### src/rtl/lp_piped_mult_arbiter.sv
// rtl/lp_piped_mult_arbiter.sv - round-robin, credit-limited sharing of one launch/arrive pipelined multiplier
// Optional LP_MULT_ARB_PERF_EN adds saturating launch/stall counters.
module lp_piped_mult_arbiter #(
   parameter int N_REQ     = 4,
   parameter int A_WIDTH   = 8,
   parameter int B_WIDTH   = 8,
   parameter int MAX_OUTST = 4,
   localparam int IDW      = (N_REQ > 1) ? $clog2(N_REQ) : 1,
   localparam int PW       = A_WIDTH + B_WIDTH
) (
   input  logic                     clk,
   input  logic                     rst_n,
   input  logic                     enable,
   input  logic [N_REQ-1:0]         req_valid,
   input  logic [N_REQ*A_WIDTH-1:0] req_a,
   input  logic [N_REQ*B_WIDTH-1:0] req_b,
   output logic [N_REQ-1:0]         req_ready,
   output logic [N_REQ-1:0]         rsp_valid,
   output logic [PW-1:0]            rsp_product,
   input  logic [N_REQ-1:0]         rsp_ready,
   output logic [A_WIDTH-1:0]       mult_a,
   output logic [B_WIDTH-1:0]       mult_b,
   output logic                     mult_launch,
   output logic [IDW-1:0]           mult_launch_id,
   output logic                     mult_accept_n,
   input  logic [PW-1:0]            mult_product,
   input  logic                     mult_arrive,
   input  logic [IDW-1:0]           mult_arrive_id,
   input  logic                     mult_pipe_full,
   input  logic                     mult_pipe_ovf,
   output logic                     busy,
`ifdef LP_MULT_ARB_PERF_EN
   output logic [31:0]              perf_launches,
   output logic [31:0]              perf_stalls,
`endif
   output logic                     err
);

   localparam int CW = 4;

   logic [CW-1:0]      r_outst [N_REQ];
   logic [IDW-1:0]     r_rr_ptr;
   logic [IDW-1:0]     r_rsp_id;
   logic               r_rsp_full;
   logic [PW-1:0]      r_rsp_product;
   logic               r_err;

   logic [N_REQ-1:0]   w_elig;
   logic [N_REQ-1:0]   w_grant;
   logic [N_REQ-1:0]   w_rsp_valid;
   logic [N_REQ-1:0]   w_consume;
   logic [IDW-1:0]     w_grant_idx;
   logic               w_grant_any;
   logic [A_WIDTH-1:0] w_mult_a;
   logic [B_WIDTH-1:0] w_mult_b;
   logic               w_rsp_rdy_sel;
   logic               w_accept_n;
   logic               w_drain;
   logic               w_load;
   logic               w_arrive_bad;
   logic               w_any_outst;

   // A held response with an id outside the requester range has no owner and is simply dropped.
   always_comb begin
      w_rsp_rdy_sel = 1'b1;
      for (int i = 0; i < N_REQ; i++) begin
         if (r_rsp_id == IDW'(i)) w_rsp_rdy_sel = rsp_ready[i];
      end
   end

   assign w_accept_n = r_rsp_full & ~w_rsp_rdy_sel;
   assign w_drain    = r_rsp_full & w_rsp_rdy_sel;
   assign w_load     = mult_arrive & ~w_accept_n;

   always_comb begin
      w_any_outst = 1'b0;
      for (int i = 0; i < N_REQ; i++) begin
         w_elig[i]      = rst_n & enable & req_valid[i] & (r_outst[i] < CW'(MAX_OUTST))
                          & ~(mult_pipe_full & w_accept_n);
         w_rsp_valid[i] = r_rsp_full & (r_rsp_id == IDW'(i));
         w_consume[i]   = w_rsp_valid[i] & rsp_ready[i];
         w_any_outst    = w_any_outst | (r_outst[i] != '0);
      end
   end

   always_comb begin
      w_grant     = '0;
      w_grant_idx = '0;
      w_grant_any = 1'b0;
      for (int k = 1; k <= N_REQ; k++) begin
         if (!w_grant_any && w_elig[(int'(r_rr_ptr) + k) % N_REQ]) begin
            w_grant_any = 1'b1;
            w_grant_idx = IDW'((int'(r_rr_ptr) + k) % N_REQ);
            w_grant[(int'(r_rr_ptr) + k) % N_REQ] = 1'b1;
         end
      end
   end

   always_comb begin
      w_mult_a = '0;
      w_mult_b = '0;
      for (int i = 0; i < N_REQ; i++) begin
         if (w_grant[i]) begin
            w_mult_a = req_a[i*A_WIDTH +: A_WIDTH];
            w_mult_b = req_b[i*B_WIDTH +: B_WIDTH];
         end
      end
   end

   // An id that matches no requester falls through as bad.
   always_comb begin
      w_arrive_bad = mult_arrive;
      for (int i = 0; i < N_REQ; i++) begin
         if (mult_arrive_id == IDW'(i)) w_arrive_bad = mult_arrive & (r_outst[i] == '0);
      end
   end

   always_ff @(posedge clk) begin
      if (!rst_n) begin
         r_rr_ptr      <= IDW'(N_REQ - 1);
         r_rsp_full    <= 1'b0;
         r_rsp_id      <= '0;
         r_rsp_product <= '0;
         r_err         <= 1'b0;
         for (int i = 0; i < N_REQ; i++) r_outst[i] <= '0;
      end else begin
         if (w_grant_any) r_rr_ptr <= w_grant_idx;
         for (int i = 0; i < N_REQ; i++) begin
            if (w_grant[i] && !w_consume[i])
               r_outst[i] <= r_outst[i] + CW'(1);
            else if (!w_grant[i] && w_consume[i] && r_outst[i] != '0)
               r_outst[i] <= r_outst[i] - CW'(1);
         end
         if (w_load) begin
            r_rsp_full    <= 1'b1;
            r_rsp_id      <= mult_arrive_id;
            r_rsp_product <= mult_product;
         end else if (w_drain) begin
            r_rsp_full    <= 1'b0;
         end
         if (mult_pipe_ovf || w_arrive_bad) r_err <= 1'b1;
      end
   end

`ifdef LP_MULT_ARB_PERF_EN
   logic [31:0] r_perf_launches;
   logic [31:0] r_perf_stalls;

   always_ff @(posedge clk) begin
      if (!rst_n) begin
         r_perf_launches <= '0;
         r_perf_stalls   <= '0;
      end else begin
         if (w_grant_any && r_perf_launches != '1) r_perf_launches <= r_perf_launches + 32'd1;
         if (mult_arrive && w_accept_n && r_perf_stalls != '1) r_perf_stalls <= r_perf_stalls + 32'd1;
      end
   end

   assign perf_launches = r_perf_launches;
   assign perf_stalls   = r_perf_stalls;
`endif

   assign req_ready      = w_grant;
   assign mult_launch    = w_grant_any;
   assign mult_launch_id = w_grant_idx;
   assign mult_a         = w_mult_a;
   assign mult_b         = w_mult_b;
   assign mult_accept_n  = w_accept_n;
   assign rsp_valid      = w_rsp_valid;
   assign rsp_product    = r_rsp_product;
   assign busy           = r_rsp_full | w_any_outst;
   assign err            = r_err;

endmodule

### config.mk
export PLATFORM = sky130hd
export DESIGN_NAME = lp_piped_mult_arbiter
export DESIGN_NICKNAME = d
export VERILOG_FILES = /design/src/rtl/lp_piped_mult_arbiter.sv
export SDC_FILE = /design/constraint.sdc
export NUM_CORES = 1
export LEC_CHECK = 0
export CAP_MARGIN = 40
export CORE_MARGIN = 2
export CORE_UTILIZATION = 44
export CTS_CLUSTER_SIZE = 14
export DETAILED_ROUTE_END_ITERATION = 10
export GPL_TIMING_DRIVEN = 0
export PLACE_DENSITY_LB_ADDON = 0.3
export SETUP_SLACK_MARGIN = 0.5
export SLEW_MARGIN = 15
export SYNTH_ARGS = -nofsm -noshare
export SYNTH_HDL_FRONTEND = slang
export SYNTH_SLANG_ARGS = --single-unit
### constraint.sdc
create_clock -name clk -period 4.91 [get_ports clk]
set_input_delay 0.982 -clock clk [delete_from_list [all_inputs] [get_ports clk]]
set_output_delay 0.982 -clock clk [all_outputs]
set_load 0.02 [all_outputs]
== Yosys cells after proc, flatten, opt, wreduce, memory -nomap -nowiden ==
Memory sizes are Yosys's and may differ from the RTL's.
Cells that the tools add are included.

* Order comparisons: 12
* Equality and inequality tests: 6
* Mux-type cells: 87
* $add $sub $neg: 12
* Reductions and logical operators: 46
* Bitwise logic cells: 51

{| class="wikitable"
|+ Operators with widths
! cell !! number
|-
| 8-bit two-way mux || 8
|-
| 1-bit two-way mux || 55
|-
| 4-bit two-way mux || 12
|-
| 1-bit bitwise AND || 29
|-
| 1-bit logical AND || 19
|-
| 4-bit by 1-bit adder with 4-bit output, second input constant || 4
|-
| 4-bit zero test || 4
|-
| 3-bit by 4-bit < comparator with 1-bit output, second input constant || 4
|-
| 4-bit by 3-bit < comparator with 1-bit output, second input constant || 4
|-
| 4-bit nonzero test || 4
|-
| 4-bit by 1-bit subtractor with 4-bit output, second input constant || 4
|-
| 3-bit by 1-bit >= comparator with 1-bit output, second input constant || 4
|-
| 1-bit OR || 12
|-
| 4-bit OR || 3
|-
| 1-bit zero test || 11
|-
| 1-bit binary-select mux with 2-bit select || 4
|-
| 1-bit demux with 2-bit select || 4
|-
| 2-bit == test, second input constant || 4
|-
| 2-bit two-way mux || 4
|-
| 2-bit OR reduction || 4
|-
| 2-bit by 1-bit adder with 2-bit output, second input constant || 2
|-
| 2-bit adder, second input constant || 2
|-
| 1-bit bitwise AND, first input constant || 4
|-
| 2-bit by 1-bit == test with 1-bit output, second input constant || 2
|-
| other kinds (4) || 7
|}

* Input port bits: 96
* Word-level logic and storage cells: 220
* Memory bits (writable): 16
* Output and inout bits: 46
* Bits in registers: 22
* Memories kept: 1

{| class="wikitable"
|+ Memories
! name !! words !! bits a word !! rd ports !! clocked after Yosys merged registers in !! wr ports !! line !! RTL
|-
| r_outst || 4 || 4 || 4 || 0 || 4 || 41 || <nowiki>logic [CW-1:0] r_outst [N_REQ];</nowiki>
|}

== Depth between registers and ports, before layout ==
* Depth after elaboration: 31
* Depth in mapped cells: 17
* Depth with buffers taken out: 15

== Least setup slack after synthesis ==
OpenSTA, ideal clock, no wires.

* Path type: input-to-output
* From: input port req_valid[2]
* To: output port mult_a[0]
* Arrival: 3.319 ns
* Stages on the path: 9
* Slack: 0.609 ns
* Cells stage by stage: or4b_4 a211oi_2 a21oi_1 nor4_4 a32oi_1 buf_6 buf_6 mux2i_1 a211oi_1

* Cells in the longest elaborated chain, start to end: 20
* Elaborated cells between the ends (all ways): 35

{| class="wikitable"
|+ Ends and longest elaborated chain
! what !! line !! RTL
|-
| from (decl) || 14 || <nowiki>input logic [N_REQ-1:0] req_valid,</nowiki>
|-
| 1-bit bitwise AND * (2 in series) || 78 || <nowiki>w_elig[i] = rst_n & enable & req_valid[i] & (r_outst[i] < CW'(MAX_OUTST))</nowiki>
|-
| 1-bit bitwise AND * || 79 || <nowiki>& ~(mult_pipe_full & w_accept_n);</nowiki>
|-
| 1-bit binary-select mux with 2-bit select || 91 || <nowiki>if (!w_grant_any && w_elig[(int'(r_rr_ptr) + k) % N_REQ]) begin</nowiki>
|-
| 1-bit two-way mux (implied by the code) (2 in series) || 91 ||
|-
| 1-bit two-way mux || 91 ||
|-
| 1-bit zero test || 91 ||
|-
| 1-bit logical AND || 91 ||
|-
| 1-bit two-way mux || 91 ||
|-
| 1-bit zero test || 91 ||
|-
| 1-bit logical AND || 91 ||
|-
| 1-bit two-way mux || 91 ||
|-
| 1-bit zero test || 91 ||
|-
| 1-bit logical AND || 91 ||
|-
| 4-bit two-way mux * || 91 ||
|-
| 8-bit two-way mux (3 in series) || 103 || <nowiki>if (w_grant[i]) begin</nowiki>
|-
| 8-bit two-way mux * || 103 ||
|-
| to (decl) || 21 || <nowiki>output logic [A_WIDTH-1:0] mult_a,</nowiki>
|}

Mark *: on every way between the ends. The rest lies on a longest branch, timed or not. The select of a mux whose other input is x is not followed.

== Worst setup path after layout ==
* From: input port req_valid[2]
* To: output port mult_a[3]

The elaborated chain is that of the path after synthesis.

==> metrics.txt <==
status complete, no violations; GRT Residual Overflow 0; final setup fails 0; Hold-fix buffers, CTS 0; kind of critical path input port to primary output; Synth area leader edfxtp_1; IO Pins 142; GR Util met2 47.24%; clk_lat worst skew 0.30 ns; antenna-violating nets left 0; Slew @ Worst Pin ~0.74 ns; drt total wl 11.76 mm; DRT Pass-1 Iters 6; I/O Buffers 140; sw power 0.5131 mW; Starting Density 44.73%; met1 usage between 30% and 40%; global-route wire length before repair 17.68 mm; placed inst area 0.004950 mm²; Primary FF master, synth dfxtp_1; Yosys top cell area share ~14%; critical-path cell list clkbuf_2 -> or4b_4 -> and4_1 -> o21ai_0 -> a311oi_4 -> a21oi_2 -> buf_6 -> buf_6 -> nor2_1 -> a211oi_1 -> buf_4; syn avg cell area 8.816 µm²; Sw Ratio between 30% and 40%; Total GRT Usage between 20% and 30%; pins over their slew limit 0; total power 1.368 mW; CTS tree done; pwr dens 245.4 mW/mm²; initial antenna violation count 0; Min-Delay Path Class flip-flop to flip-flop; placed cells 630; Setup crit end kind primary output; Max Root-Sink Buffers 2; WL/cell ~17 µm; share of cells above drive strength 1 roughly a quarter; Post-Syn Area around 0.0034 mm²; Yosys reg bits 38; HPWL after detailed placement 7.880 mm; Max H-tree Level 2; min Tclk post-route roughly 4.4 ns; Slowest-stage cell, CP or4b_4; Iteration-0 DRC Markers roughly 280; cell mode on critical path buf_6; largest incremental delay on the critical path about 0.50 ns; largest net degree at the start of global routing 13; root buf cell clkbuf_8; Worst EP arrival 3.39 ns; fillcell total 547; Async S/R FF share, synth 0%; hold_ws 0.5160 ns; Std-Cell Rows 32; sequential element share of the synthesized area 26.92%; Die X about 90 µm; EDFF count, synth 16; Peak VDD IR 0.1314 mV; Synth cell types just over 60; Clock power frac roughly 18%; Max Cap Viol 0; final cycle utilization of the critical path 89.02%; final clock skew 0.01148 ns; Logic pwr share around 53%; RSZ-0062 raised after global routing false; clock-pin transition on the worst setup and hold timing paths 0.07 ns; Layout area overhead 62.87%; gp weighted congestion 0.9001; GR peak layer met2; met3 Use GR 3.780%; Die Height ~90 µm; static leakage about 2.5 nW; crit-path max FO 10; clk sink count 38; DR DRC count 0; core area 0.007647 mm²; vias in the first global route 3757; Inserted Diodes 0; die area 0.008496 mm²; CP required 3.93 ns; yosys warns 0; Layout Nets 687; vias post-DR 3862; final instance area around 0.0056 mm²; crit path launch type input port; post-synthesis cell count 388; Non-Filler Instances 675; Num CTS Buffers 5; Worst slew margin 50.87%; max frequency 228.8 MHz; Int Pwr 0.8545 mW; part of the power in registers 28.9%; top cells by area, synth edfxtp_1 (14%), dfxtp_1 (13%), mux2i_1 (11%); Synthesized Nets 503; DR vias/cell 5.721; hold violation total from the final report 0
## layout make-up
cell class                 instances  area (µm²)  area share (%)
sequential                        38       922.1           16.55
multi-input combinational        308        2490           44.69
clock buffer                       6       93.84           1.684
buffer                            21       193.9           3.481
inverter                          21       78.83           1.415
clock inverter                     2       10.01          0.1797
tap                              102       127.6           2.291
timing repair buffer             177        1655           29.71
## repair_timing
action,CTS,global route
gates cloned,1,2
setup buffers,23,11
pin swaps,16,15
setup endpoints to repair,23,20
gates resized for setup,139,53
## power by group through the flow
stage	combinational [mW]	clock, mW	sequential [mW]
final	0.726	0.246	0.396
after global routing	0.770	0.262	0.400
after CTS	0.645	0.250	0.392
after detailed placement	0.613	0	0.397
after global placement	0.603	0	0.395
after floorplan	0.349	0	0.402
## state kept, by name, summed over array words and instances, names as in the netlist
register,flops
r_rr_ptr,2
r_outst,16
r_rsp_id,2
err,1
r_rsp_full,1
rsp_product,16
## final timing paths
kind                              startpoint        endpoint  slack (ns)  depth (start not counted)
worst max-delay path            req_valid[2]       mult_a[3]        0.54                         11
worst min-delay path                     err             err        0.52                          2
worst max register to register   r_rr_ptr[0]  r_outst[0][11]        0.79                         19
worst min register to register           err             err        0.52                          2
## cell families (layout without fill, tap and decap cells)
group	count (synthesis)	in the layout	synth area share [%]
xor+xnor	7	7	1.792
simple gates	151	151	23.81
compound gates	87	87	18.76
fa+ha+maj	19	19	7.608
mux	44	44	15.22
flops	38	38	26.92
buf+inv	42	227	5.888
## worst max-delay path, delay by kind of cell
| family | cells | cell delay [ns] |
|---|---|---|
| buffers and inverters | 4 | 0.60 |
| AOI/OAI and AO/OA | 4 | 1.02 |
| and+or+nand+nor | 3 | 0.78 |
## layer usage
| metal | routed length, µm | up-vias |
|---|---|---|
| met5 | 0 | - |
| met4 | 262 | 0 |
| met3 | 776 | 34 |
| met2 | 6119 | 197 |
| met1 | 4598 | 1829 |
| li1 | - | 1802 |
## synth_stat cells, types with 4 or more instances
master     n
mux4_2     6
edfxtp_1  16
a21boi_0  18
nor3_1    19
inv_1     18
nor2_1    39
buf_6      4
clkbuf_1  10
dfxtp_1   22
a211oi_1  17
mux2i_1   37
nand2_1   24
xor2_1     5
nand4_1    4
a21oi_1   16
o21ai_0    5
a21o_1     5
nor3b_1    4
buf_2      5
ha_1      16
nand3_1   14
nor2b_1   20
## layout by cell type (no fill, tap or decap), drive strengths merged, types with 5 or more instances in the layout
| master | count |
|---|---|
| dfxtp | 22 |
| clkbuf | 21 |
| o21ai | 5 |
| nor2 | 41 |
| mux4 | 6 |
| edfxtp | 16 |
| mux2i | 37 |
| clkdlybuf4s50 | 111 |
| nand3 | 14 |
| buf | 63 |
| a21boi | 18 |
| inv | 21 |
| nand2 | 24 |
| a211oi | 18 |
| xor2 | 5 |
| dlymetal6s2s | 5 |
| nor2b | 20 |
| nor3 | 19 |
| ha | 16 |
| a21o | 5 |
| a21oi | 18 |
## metrics by stage
step | worst slack (ns) | setup TNS (ns) | util, %
finish | 0.5392 | 0 | 72.86
global placement | -0.5751 | -7.403 | 64.73
floorplan | 0.6090 | 0 | -
global route | 0.4863 | 0 | 72.86
detailed placement | -0.6006 | -7.788 | 64.73
CTS | 0.4570 | 0 | 69.65
(Power assumes the default switching activity.)
